**src/rtl/spike_frame_tx.sv**
```systemverilog
// Serializes each captured 96-neuron spike vector as a 14-byte framed packet (header, 12 data, XOR checksum).
// Capture to first byte: 1 cycle; per byte: 2*(SYNC_STAGES+1) cycles minimum with an instant host.
// Four-phase valid/ack with the host; spike vectors arriving mid-frame are dropped and counted.
module spike_frame_tx #(
  parameter int N_NEURONS   = 96,
  parameter int SYNC_STAGES = 2
) (
  input  logic                 clk,
  input  logic                 rst_n,
  input  logic                 ena,
  input  logic [N_NEURONS-1:0] spike_vec,
  input  logic                 spike_valid,
  input  logic                 tx_ack,
  output logic [7:0]           tx_data,
  output logic                 tx_valid,
  output logic                 frame_busy,
  output logic                 overrun,
  output logic [7:0]           drop_cnt
);

  localparam int NBYTES = N_NEURONS / 8;
  localparam int LAST   = NBYTES + 1;
  localparam int IDX_W  = $clog2(LAST + 1);
  localparam logic [IDX_W-1:0] LAST_IDX = IDX_W'(LAST);

  typedef enum logic [1:0] {S_IDLE, S_PRESENT, S_WAIT_LOW} state_t;

  state_t                 state_q, state_d;
  logic [SYNC_STAGES-1:0] ack_sync_q, ack_sync_d;
  logic [IDX_W-1:0]       idx_q, idx_d;
  logic [3:0]             seq_q, seq_d;
  logic [N_NEURONS-1:0]   shadow_q, shadow_d;
  logic [7:0]             data_q, data_d;
  logic                   overrun_q, overrun_d;
  logic [7:0]             drop_cnt_q, drop_cnt_d;
  logic [7:0]             csum;

  logic ack_s;
  logic capture_idle;
  logic byte_done;
  logic last_done;
  logic capture_bnd;
  logic drop;

  // Byte k of the frame: header at 0, checksum at the last index, shadow bytes between.
  function automatic logic [7:0] frame_byte(input logic [IDX_W-1:0] k,
                                            input logic [3:0] sq,
                                            input logic [N_NEURONS-1:0] sh,
                                            input logic [7:0] cs);
    logic [7:0] b;
    b = 8'h00;
    if (k == '0) begin
      b = {4'hA, sq};
    end else if (k == LAST_IDX) begin
      b = cs;
    end else begin
      for (int i = 1; i <= NBYTES; i++) begin
        if (k == IDX_W'(i)) b = sh[8*i-8 +: 8];
      end
    end
    return b;
  endfunction

  assign ack_s        = ack_sync_q[SYNC_STAGES-1];
  assign capture_idle = (state_q == S_IDLE) && spike_valid && ena;
  assign byte_done    = (state_q == S_WAIT_LOW) && !ack_s;
  assign last_done    = byte_done && (idx_q == LAST_IDX);
  // A new vector landing exactly as the last byte completes starts the next frame instead of being dropped.
  assign capture_bnd  = last_done && spike_valid && ena;
  assign drop         = spike_valid && (state_q != S_IDLE) && !capture_bnd;

  // Checksum over the data bytes of the frame in flight.
  always_comb begin
    csum = 8'h00;
    for (int i = 0; i < NBYTES; i++) begin
      csum = csum ^ shadow_q[8*i +: 8];
    end
  end

  // FSM state register.
  always_ff @(posedge clk) begin
    if (!rst_n) state_q <= S_IDLE;
    else        state_q <= state_d;
  end

  // FSM next-state logic.
  always_comb begin
    state_d = state_q;
    case (state_q)
      S_IDLE: begin
        if (spike_valid && ena) state_d = S_PRESENT;
      end
      S_PRESENT: begin
        if (ack_s) state_d = S_WAIT_LOW;
      end
      S_WAIT_LOW: begin
        if (!ack_s) begin
          if (idx_q != LAST_IDX)  state_d = S_PRESENT;
          else if (capture_bnd)   state_d = S_PRESENT;
          else                    state_d = S_IDLE;
        end
      end
      default: state_d = S_IDLE;
    endcase
  end

  // FSM outputs.
  always_comb begin
    tx_valid   = 1'b0;
    frame_busy = 1'b0;
    case (state_q)
      S_PRESENT:  begin tx_valid = 1'b1; frame_busy = 1'b1; end
      S_WAIT_LOW: begin frame_busy = 1'b1; end
      default:    begin end
    endcase
  end

  // Datapath next state: synchronizer, frame index/byte, sequence number and drop accounting.
  always_comb begin
    ack_sync_d    = ack_sync_q;
    ack_sync_d[0] = tx_ack;
    for (int i = 1; i < SYNC_STAGES; i++) begin
      ack_sync_d[i] = ack_sync_q[i-1];
    end

    idx_d      = idx_q;
    seq_d      = seq_q;
    shadow_d   = shadow_q;
    data_d     = data_q;
    overrun_d  = overrun_q;
    drop_cnt_d = drop_cnt_q;

    if (last_done) seq_d = seq_q + 4'd1;

    if (capture_idle) begin
      shadow_d = spike_vec;
      idx_d    = '0;
      data_d   = {4'hA, seq_q};
    end else if (capture_bnd) begin
      shadow_d = spike_vec;
      idx_d    = '0;
      data_d   = {4'hA, seq_q + 4'd1};
    end else if (byte_done && !last_done) begin
      idx_d  = idx_q + IDX_W'(1);
      data_d = frame_byte(idx_q + IDX_W'(1), seq_q, shadow_q, csum);
    end

    if (drop) begin
      overrun_d = 1'b1;
      if (drop_cnt_q != 8'hFF) drop_cnt_d = drop_cnt_q + 8'd1;
    end
  end

  // Datapath registers.
  always_ff @(posedge clk) begin
    if (!rst_n) begin
      ack_sync_q <= '0;
      idx_q      <= '0;
      seq_q      <= 4'd0;
      shadow_q   <= '0;
      data_q     <= 8'h00;
      overrun_q  <= 1'b0;
      drop_cnt_q <= 8'h00;
    end else begin
      ack_sync_q <= ack_sync_d;
      idx_q      <= idx_d;
      seq_q      <= seq_d;
      shadow_q   <= shadow_d;
      data_q     <= data_d;
      overrun_q  <= overrun_d;
      drop_cnt_q <= drop_cnt_d;
    end
  end

  assign tx_data  = data_q;
  assign overrun  = overrun_q;
  assign drop_cnt = drop_cnt_q;

endmodule

```
**config.mk**
```make
export PLATFORM = sky130hd
export DESIGN_NAME = spike_frame_tx
export DESIGN_NICKNAME = d
export VERILOG_FILES = /design/src/rtl/spike_frame_tx.sv
export SDC_FILE = /design/constraint.sdc
export NUM_CORES = 1
export LEC_CHECK = 0
export BUFFER_PORTS_ARGS = -buffer_cell sky130_fd_sc_hd__buf_4
export CORE_ASPECT_RATIO = 1.1
export CORE_MARGIN = 2
export CORE_UTILIZATION = 55
export CTS_CLUSTER_SIZE = 12
export DETAILED_ROUTE_END_ITERATION = 6
export GPL_TIMING_DRIVEN = 1
export PLACE_DENSITY_LB_ADDON = 0.3
export SLEW_MARGIN = 20
export SYNTH_ARGS = -nofsm -noshare
export SYNTH_HDL_FRONTEND = slang
export SYNTH_SLANG_ARGS = --single-unit
```
**constraint.sdc**
```tcl
create_clock -name clk -period 3.1 [get_ports clk]
set_clock_uncertainty 0.1 [all_clocks]
set_input_delay 0.31 -clock clk [delete_from_list [all_inputs] [get_ports clk]]
set_output_delay 0.31 -clock clk [all_outputs]
set_load 0.02 [all_outputs]
```
==> metrics.txt, run 1 <==
status=finished, final reports clean; Yosys cell types=68; Worst Min Path Start=spike_vec[24]; CP required=3.29 ns; initial DRC count=approximately 600; Max Fanout on Critical Path=11; Worst R2R Setup Slack=0.23 ns; total global-route track usage=a little under a third; Root Buffer=clkbuf_16; Worst-path clk slew=roughly 0.060 ns; initial antenna violation count=0; P_leak=approximately 3.1 nW; ANT cells=0; Ports=120; pin count of the biggest net entering global routing=between 60 and 70; die area=13200 um2; Setup CP Type=reg2reg; Worst slew margin=61.7%; Nets=about 1100; CTS H-tree lvls=4; Hold WS=0.0303 ns; maximum buffer depth of the clock tree=2; CTS tree=done; Power per Cell Area=around 660 nW/um2; Max Clk Rate=349 MHz; num rows=42; Pwr Total=0.00550 W; worst hold stages=3; area leader, netlist=dfxtp_1; fin. max-slew vios=0; asr flop ratio synth=0%; Die Ht=120 um; RSZ-0062 raised after global routing=no; post-DP HPWL=14.6 mm; Antenna Violating Nets Remaining=0; fin util=between 60% and 70%; Final min period=2.87 ns; Top Family by Delay on Critical Path=simple AND/OR/NAND/NOR gates; Commonest cells post-synth=nand2_1, a21oi_1, dfxtp_1; slowest stage delay, CP=0.61 ns; Mapped Area=a little under 7000 um2; EDFF count, synth=0; min-delay worst type=in2reg; Final Hold Viols=0; final setup fails=0; Critical path buffers and inverters=0; Synth Register Bits=125; number of global-route vias before repair=between 6000 and 7000; TritonCTS Buffers=17; Critical Path AT=between 3 and 4 ns; Synth-to-Final Area Change=23.5%; drt first pass iters=5; worst r2r path cells=8; Mean Syn Cell Area=about 7.5 um2; Yosys top cell area share=37.0%; drc violations=0; Routed WL per cell=16.9 um; crit path cell chain=ha_1 > and2_2 > a31oi_4 > nor2_2 > nand2_1 > o211a_1 > a31oi_1 > o22ai_1; setup TNS=0 ns; reg2reg end=tx_data[2]; Initial Util=56.2%; Post-Synthesis Cells=900; Congestion Overflow GR=0; share of layout cells above drive strength 1=17.4%; syn_nets=1012; WL final=~20 mm; startpoint types=flop; Worst Hold Path EP=shadow_q[24]; routed vias=6564; Primary FF master, synth=dfxtp_1; core area=12000 um2; CP endpoint kind=flop; I/O Buffers=about 120; period utilization=92.4%; CP max-delay cell=dfxtp_1; cts repair resizes=0; RD Place Congestion=0.998; Synth area leaders=dfxtp_1, nand2_1, xnor2_1; most instantiated library cell after synthesis=nand2_1; worst vdd ir=0.409 mV; Die X=110 um; first-pass GRT wire length=~30 mm; Yosys warning count=0; Tightest Pin Transition=0.574 ns; Clk Latency, worst-skew pair=~0.42 ns; max capacitance violation total=0; launching point of the worst reg2reg path=idx_q[0]; TritonCTS Sinks=125; Seq/Total Area, Yosys=between 30% and 40%; mean number of vias per cell=5.64
how the worst max path moves through the flow:
stage                     depth (start not counted)      from     endpoint
after floorplan                                  10  idx_q[1]  drop_cnt[5]
after global placement                            8  idx_q[0]   tx_data[2]
after detailed placement                          8  idx_q[0]   tx_data[2]
after CTS                                         8  idx_q[0]   tx_data[2]
after global routing                              8  idx_q[0]   tx_data[2]
final                                             8  idx_q[0]   tx_data[2]
cells by family (layout without fill, tap and decap cells):
family / count (synthesis) / count (layout) / share of synthesized area [%]
and+or+nand+nor: 357 / 357 / 21.9
AOI/OAI and AO/OA: 238 / 238 / 21.7
DFF: 125 / 125 / 37.0
xor gates and xnor gates: 101 / 101 / 13.1
buffers and inverters: 67 / 177 / 4.14
adders and majority gates: 11 / 11 / 2.03
muxes: 1 / 1 / 0.148
layer usage:
metal	share of wire (%)	global-route usage, %	routed length (um)	up-vias
met3	6.3	6.09	1240	61
li1	-	-	-	3248
met2	48	50.6	9430	248
met5	0	0	0	-
met1	41	37.3	8070	3007
met4	4.6	16.1	901	0
flip-flops by register name (all words and copies together) (netlist names):
signal,count
shadow_q,96
tx_data,8
overrun,1
state_q,2
idx_q,4
drop_cnt,8
ack_sync_q,2
seq_q,4
power by group:
part	leakage, nW	switching [W]	internal, W
Sequential	1.02	0.000197	0.00178
Combinational	1.83	0.000849	0.000665
Clock	0.285	0.000718	0.00130
Total	3.14	0.00176	0.00374
worst min-delay path, cell delays in order:
cell	delay [ns]
buf_4	0.11
nand2_1	0.04
a21oi_1	0.05
placed cells by master (no fill, tap or decap), types with 3 or more instances in the layout:
| cell | n |
|---|---|
| xor2_1 | 16 |
| clkbuf_16 | 17 |
| a21oi_1 | 128 |
| a221oi_1 | 7 |
| nand2b_1 | 4 |
| and2_1 | 10 |
| dfxtp_1 | 125 |
| o21ai_0 | 28 |
| buf_4 | 133 |
| o21ai_1 | 3 |
| o22ai_1 | 3 |
| a32oi_1 | 5 |
| a31oi_1 | 8 |
| a22oi_1 | 6 |
| bufinv_16 | 3 |
| nand3_1 | 14 |
| inv_1 | 9 |
| a221o_1 | 3 |
| o211ai_1 | 7 |
| xnor2_1 | 85 |
| nor2_1 | 51 |
| and3_1 | 5 |
| ha_1 | 11 |
| nor2b_1 | 3 |
| nand4_1 | 4 |
| nand2_1 | 248 |
| o221ai_1 | 4 |
| clkinvlp_4 | 3 |
| nor3_1 | 5 |
| o31ai_1 | 3 |
stage by stage:
step                instance area, um2  worst slack [ns]  cells
floorplan                         6770             0.659    900
global placement                  7750             0.359   1132
detailed placement                7750             0.303   1132
CTS                               8360             0.268   1164
global route                      8360             0.122   1164
finish                            8360             0.234   1164
cell type report:
class | instances | area, um2
timing repair buffer | 135 | 1030
clock inverter | 10 | 140
sequential | 125 | 2500
clock buffer | 21 | 460
tap | 154 | 193
multi-input combinational | 708 | 3990
inverter | 11 | 41.3
fill | 1074 | 3680
what timing repair did:
item / in CTS / in global routing
buffers inserted: 0 / 0
hold endpoints to repair: 1 / 0
hold buffers: 1 / 0
No activity file was read; power rests on OpenSTA's default activity.
==> inputs of run 2 (changes only) <==
==> constraint.sdc (replaced) <==
create_clock -name clk -period 3.1 [get_ports clk]
set_clock_uncertainty 0.1 [all_clocks]
set_input_delay 0.465 -clock clk [delete_from_list [all_inputs] [get_ports clk]]
set_output_delay 0.465 -clock clk [all_outputs]
set_load 0.02 [all_outputs]
==> run 2 against run 1 <==
  * Design area shrank 0.81%
  * Critical path type unchanged
  * Maximum frequency rose by 0.15%
  * Largest power group is now registers
  * Combinational power barely moved
  * Critical endpoint unchanged
  * Largest cell class unchanged
  * Non-clock buffer count fell by 1
  * Via count down 0.20%
  * Highest routed layer unchanged
==> metrics.txt, run 2 (synthesis results as in run 1) <==
status=finished, final reports clean (unchanged); Worst-path clk slew=0.05 ns (was 0.06 ns); worst hold stages=2 (was 3); CP required=3.30 ns (was 3.29 ns); Congestion Overflow GR=0 (unchanged); slowest stage delay, CP=0.60 ns (was 0.61 ns); max capacitance violation total=0 (unchanged); most frequent cells in the layout=nand2_1, buf_4, a21oi_1, dfxtp_1, xnor2_1 (unchanged); Nets=1109 (was 1110); post-DP HPWL=14.6 mm (about the same); Pwr Total=0.00534 W (was 0.00550 W); core area=12000 um2 (unchanged); Max Fanout on Critical Path=11 (unchanged); pin count of the biggest net entering global routing=63 (unchanged); startpoint types=flop (unchanged); max FFs per register=96 (unchanged); most common cell after layout, fill and taps aside=nand2_1 (unchanged); initial DRC count=590 (was 583); Power per Cell Area=644 nW/um2 (was 658 nW/um2); TritonCTS Sinks=125 (unchanged); Die Ht=120 um (unchanged); ANT cells=0 (unchanged); RD Place Congestion=1.00 (was 0.998); # hold bufs at CTS=0 (was 1); first-pass GRT wire length=30.6 mm (was 30.9 mm); Critical Path AT=3.06 ns (about the same); routed vias=6551 (was 6564); Antenna Violating Nets Remaining=0 (unchanged); P_leak=3.10 nW (was 3.14 nW); RSZ-0062 raised after global routing=no (unchanged); TritonCTS Buffers=17 (unchanged); Die X=110 um (unchanged); period utilization=92.3% (was 92.4%); Routed WL per cell=16.7 um (was 16.9 um); min-delay worst type=in2reg (unchanged); post-CTS setup repair buffer count=0 (unchanged); Synth-to-Final Area Change=22.5% (was 23.5%); Ports=120 (unchanged); Worst Hold Path EP=ack_sync_q[0] (was shadow_q[24]); drc violations=0 (unchanged); number of global-route vias before repair=6124 (was 6199); CP endpoint kind=flop (unchanged); Clk Latency, worst-skew pair=0.43 ns (was 0.42 ns); launching point of the worst reg2reg path=idx_q[0] (unchanged); I/O Buffers=119 (unchanged); Final min period=2.86 ns (was 2.87 ns); drt first pass iters=7 (was 5); Setup CP Type=reg2reg (unchanged); cts repair resizes=0 (unchanged); Largest Register=shadow_q (unchanged); Initial Util=56.2% (unchanged); fin. max-slew vios=0 (unchanged); CP max-delay cell=dfxtp_1 (unchanged); CTS tree=done (unchanged); num rows=42 (unchanged); setup TNS=0 ns (unchanged); initial antenna violation count=0 (unchanged); total global-route track usage=30.4% (was 30.7%); reg2reg end=tx_data[2] (unchanged); worst vdd ir=0.486 mV (was 0.409 mV); Worst Min Path Start=tx_ack (was spike_vec[24]); final setup fails=0 (unchanged); Tightest Pin Transition=0.600 ns (was 0.574 ns); crit path cell chain=ha_1 > nand2b_1 > a21oi_1 > o221a_1 > a211o_1 > a221o_1 > a31oi_1 > o22ai_1 (was ha_1 > and2_2 > a31oi_4 > nor2_2 > nand2_1 > o211a_1 > a31oi_1 > o22ai_1); share of layout cells above drive strength 1=17.3% (was 17.4%); Max Clk Rate=349 MHz (about the same); CTS H-tree lvls=4 (unchanged); die area=13200 um2 (unchanged); Hold WS=0.148 ns (was 0.0303 ns); Final Hold Viols=0 (unchanged); worst r2r path cells=8 (unchanged); Worst R2R Setup Slack=0.24 ns (was 0.23 ns); WL final=19.4 mm (was 19.6 mm); maximum buffer depth of the clock tree=2 (unchanged); Root Buffer=clkbuf_16 (unchanged); mean number of vias per cell=5.63 (was 5.64); Worst slew margin=60.0% (was 61.7%)
## run 2: cell types whose count changed in the layout (fill, tap and decap cells not counted)
cell	change
dlygate4sd3_1	-1
clkbuf_1	+2
clkinvlp_4	+1
bufinv_16	-2
buf_12	-1
inv_6	+1
clkinv_4	-1
buf_4	+1
## run 2: where the power goes
part	leakage [nW]	switching, W	internal (W)
clock network	0.260	0.000719	0.00114
registers	1.02	0.000197	0.00178
logic	1.82	0.000843	0.000662
## run 2: how the worst max path moves through the flow
stage | from | to | slack, ns | cells past startpoint
finish | idx_q[0] | tx_data[2] | 0.24 | 8
global route | idx_q[0] | tx_data[4] | 0.02 | 8
CTS | idx_q[0] | tx_data[2] | 0.28 | 8
detailed placement | idx_q[0] | tx_data[2] | 0.29 | 8
global placement | idx_q[0] | tx_data[2] | 0.35 | 8
floorplan | idx_q[1] | drop_cnt[5] | 0.66 | 10
## run 2: cell type report
type | count | area (um2)
Multi-Input combinational cell | 708 | 3990
Fill cell | 1062 | 3740
Sequential cell | 125 | 2500
Timing Repair Buffer | 134 | 1010
Clock buffer | 23 | 468
Tap cell | 154 | 193
Clock inverter | 9 | 87.6
Inverter | 11 | 41.3
## run 2: per-stage QoR
step                      cells  area [um2]  util [%]  setup slack (ns)
after floorplan             900        6770         -             0.659
after global placement     1132        7730      64.3             0.351
after detailed placement   1132        7730      64.3             0.290
after CTS                  1164        8290      68.9             0.276
after global routing       1164        8290      68.9            0.0165
final                      1164        8290      68.9             0.239
## run 2: worst max-delay path: cells and delay by family, from the launching register on
kind	cells	cell delay, ns
and+or+nand+nor	1	0.23
AOI/OAI and AO/OA	6	1.40
adders and majority gates	1	0.41
DFF	1	0.60
## run 2: layer usage
layer | share of wire (%) | track usage (%)
met1 | 42 | 37.2
met4 | 3.5 | 14.2
met3 | 5.6 | 6.25
met5 | 0 | 0
met2 | 49 | 50.5
==> inputs of run 3 (changes only) <==
--- a/config.mk
+++ b/config.mk
@@ -7,7 +7,7 @@
 export LEC_CHECK = 0
 export BUFFER_PORTS_ARGS = -buffer_cell sky130_fd_sc_hd__buf_4
 export CORE_ASPECT_RATIO = 1.1
-export CORE_MARGIN = 2
+export CORE_MARGIN = 5
 export CORE_UTILIZATION = 55
 export CTS_CLUSTER_SIZE = 12
 export DETAILED_ROUTE_END_ITERATION = 6
==> run 3 against run 2 <==
  * Register-to-register slack improved by 0.04 ns
  * Utilization down 0.10 points
  * Sequential cell count unchanged
  * Maximum frequency grew 1.5%
  * Via count increased by 0.41%
  * Critical endpoint is now tx_data[3]
  * Largest cell class unchanged
==> metrics.txt, run 3 (synthesis results as in run 1) <==
core area=12000 um2 (unchanged); num rows=42 (unchanged); Routed WL per cell=17.0 um (was 16.7 um); maximum buffer depth of the clock tree=2 (unchanged); TritonCTS Sinks=125 (unchanged); die area=14600 um2 (was 13200 um2); drc violations=0 (unchanged); design area=8280 um2 (was 8290 um2); Max Clk Rate=355 MHz (was 349 MHz); I/O Buffers=119 (unchanged); DP Area=7740 um2 (was 7730 um2); CP required=3.34 ns (was 3.30 ns); worst vdd ir=0.406 mV (was 0.486 mV); Tightest Pin Transition=0.619 ns (was 0.600 ns); CP max-delay cell=dfxtp_1 (unchanged); CP endpoint kind=flop (unchanged); Synth-to-Final Area Change=22.3% (was 22.5%); final setup fails=0 (unchanged); Critical path buffers and inverters=0 (unchanged); most frequent cells in the layout=nand2_1, buf_4, a21oi_1, dfxtp_1, xnor2_1 (unchanged); fill count=1071 (was 1062); WL final=19.8 mm (was 19.4 mm); cts repair resizes=0 (unchanged); RSZ-0062 raised after global routing=no (unchanged); crit path cell chain=ha_1 > and2_2 > a21oi_1 > o22ai_2 > o211ai_1 > a311o_1 > a22o_1 > a32oi_1 (was ha_1 > nand2b_1 > a21oi_1 > o221a_1 > a211o_1 > a221o_1 > a31oi_1 > o22ai_1); routed vias=6578 (was 6551); Worst-path clk slew=0.05 ns (about the same); Nets=1110 (was 1109); register area=2500 um2 (unchanged); Critical Path AT=3.06 ns (about the same); Antenna Violating Nets Remaining=0 (unchanged); area of the multi-input gates=3990 um2 (unchanged); Die X=116 um (was 110 um); Root Buffer=clkbuf_16 (unchanged); Largest Register=shadow_q (unchanged); worst r2r path cells=8 (unchanged); worst hold stages=2 (unchanged); Die Ht=126 um (was 120 um); post-DP HPWL=15.0 mm (was 14.6 mm); RD Place Congestion=1.05 (was 1.00); Max Fanout on Critical Path=11 (unchanged); Crit path depth=8 (unchanged); Final Hold Viols=0 (unchanged); Setup CP Type=reg2reg (unchanged); CTS tree=done (unchanged); Clk Latency, worst-skew pair=0.42 ns (was 0.43 ns); TritonCTS Buffers=17 (unchanged); drt first pass iters=5 (was 7); pin count of the biggest net entering global routing=59 (was 63); min-delay worst type=in2reg (unchanged); most common cell after layout, fill and taps aside=nand2_1 (unchanged); period utilization=90.9% (was 92.3%); number of global-route vias before repair=6294 (was 6124); status=finished, final reports clean (unchanged); share of layout cells above drive strength 1=17.4% (was 17.3%); initial antenna violation count=0 (unchanged); Final min period=2.82 ns (was 2.86 ns); initial DRC count=456 (was 590); Worst slew margin=58.7% (was 60.0%); P_leak=3.10 nW (about the same); fin. max-slew vios=0 (unchanged); CTS H-tree lvls=4 (unchanged); first-pass GRT wire length=31.9 mm (was 30.6 mm); slowest stage delay, CP=0.61 ns (was 0.60 ns); Congestion Overflow GR=0 (unchanged); ANT cells=0 (unchanged); Power per Cell Area=637 nW/um2 (was 644 nW/um2); max FFs per register=96 (unchanged); # hold bufs at CTS=0 (unchanged); max capacitance violation total=0 (unchanged); Top Family by Delay on Critical Path=compound AO/OA/AOI/OAI gates (unchanged); post-CTS setup repair buffer count=0 (unchanged); setup TNS=0 ns (unchanged); Initial Util=56.2% (unchanged); total global-route track usage=27.5% (was 30.4%); Ports=120 (unchanged); startpoint types=flop (unchanged); mean number of vias per cell=5.65 (was 5.63)
-- run 3: cell types whose count changed in the layout (fill, tap and decap cells not counted) --
cell	delta
clkinv_2	+3
clkbuf_8	-2
buf_4	+1
clkinvlp_4	-1
-- run 3: metrics by stage --
stage / total power (W) / hold WS, ns / util, % / instances / setup WS (ns)
2_1_floorplan: 0.00302 / 0.312 / - / 900 / 0.659
6_report: 0.00528 / 0.163 / 68.8 / 1165 / 0.282
3_3_place_gp: 0.00347 / 0.316 / 64.3 / 1133 / 0.416
5_1_grt: 0.00555 / 0.172 / 68.8 / 1165 / 0.115
3_5_place_dp: 0.00349 / 0.326 / 64.3 / 1133 / 0.357
4_1_cts: 0.00529 / 0.145 / 68.8 / 1165 / 0.344
-- run 3: layout make-up --
type | instances | share of cell area, %
multi-input combinational | 708 | 48.2
inverter | 11 | 0.499
timing repair buffer | 135 | 12.2
clock buffer | 21 | 5.32
sequential | 125 | 30.2
clock inverter | 11 | 1.15
tap | 154 | 2.33
-- run 3: report_power, final --
group | internal [W] | switching (W)
Sequential | 0.00178 | 0.000201
Clock | 0.00109 | 0.000702
Combinational | 0.000660 | 0.000845
Total | 0.00353 | 0.00175
-- run 3: final timing paths --
kind | start | endpoint | slack (ns)
worst max register to register | idx_q[0] | tx_data[3] | 0.28
worst min-delay path | tx_ack | ack_sync_q[0] | 0.16
worst max-delay path | idx_q[0] | tx_data[3] | 0.28
worst min register to register | ack_sync_q[0] | ack_sync_q[1] | 0.34
-- run 3: worst reg2reg max path: stages, from the launching register on --
cell	delay, ns
dfxtp_1	0.61
ha_1	0.39
and2_2	0.28
a21oi_1	0.10
o22ai_2	0.35
o211ai_1	0.16
a311o_1	0.35
a22o_1	0.22
a32oi_1	0.19
-- run 3: layer usage --
layer | global-route usage [%] | vias up | part of all wire [%]
met5 | 0 | - | 0
li1 | - | 3257 | -
met3 | 5.05 | 49 | 6.1
met4 | 11.3 | 0 | 3.3
met2 | 46.6 | 248 | 50
met1 | 34.0 | 3024 | 41
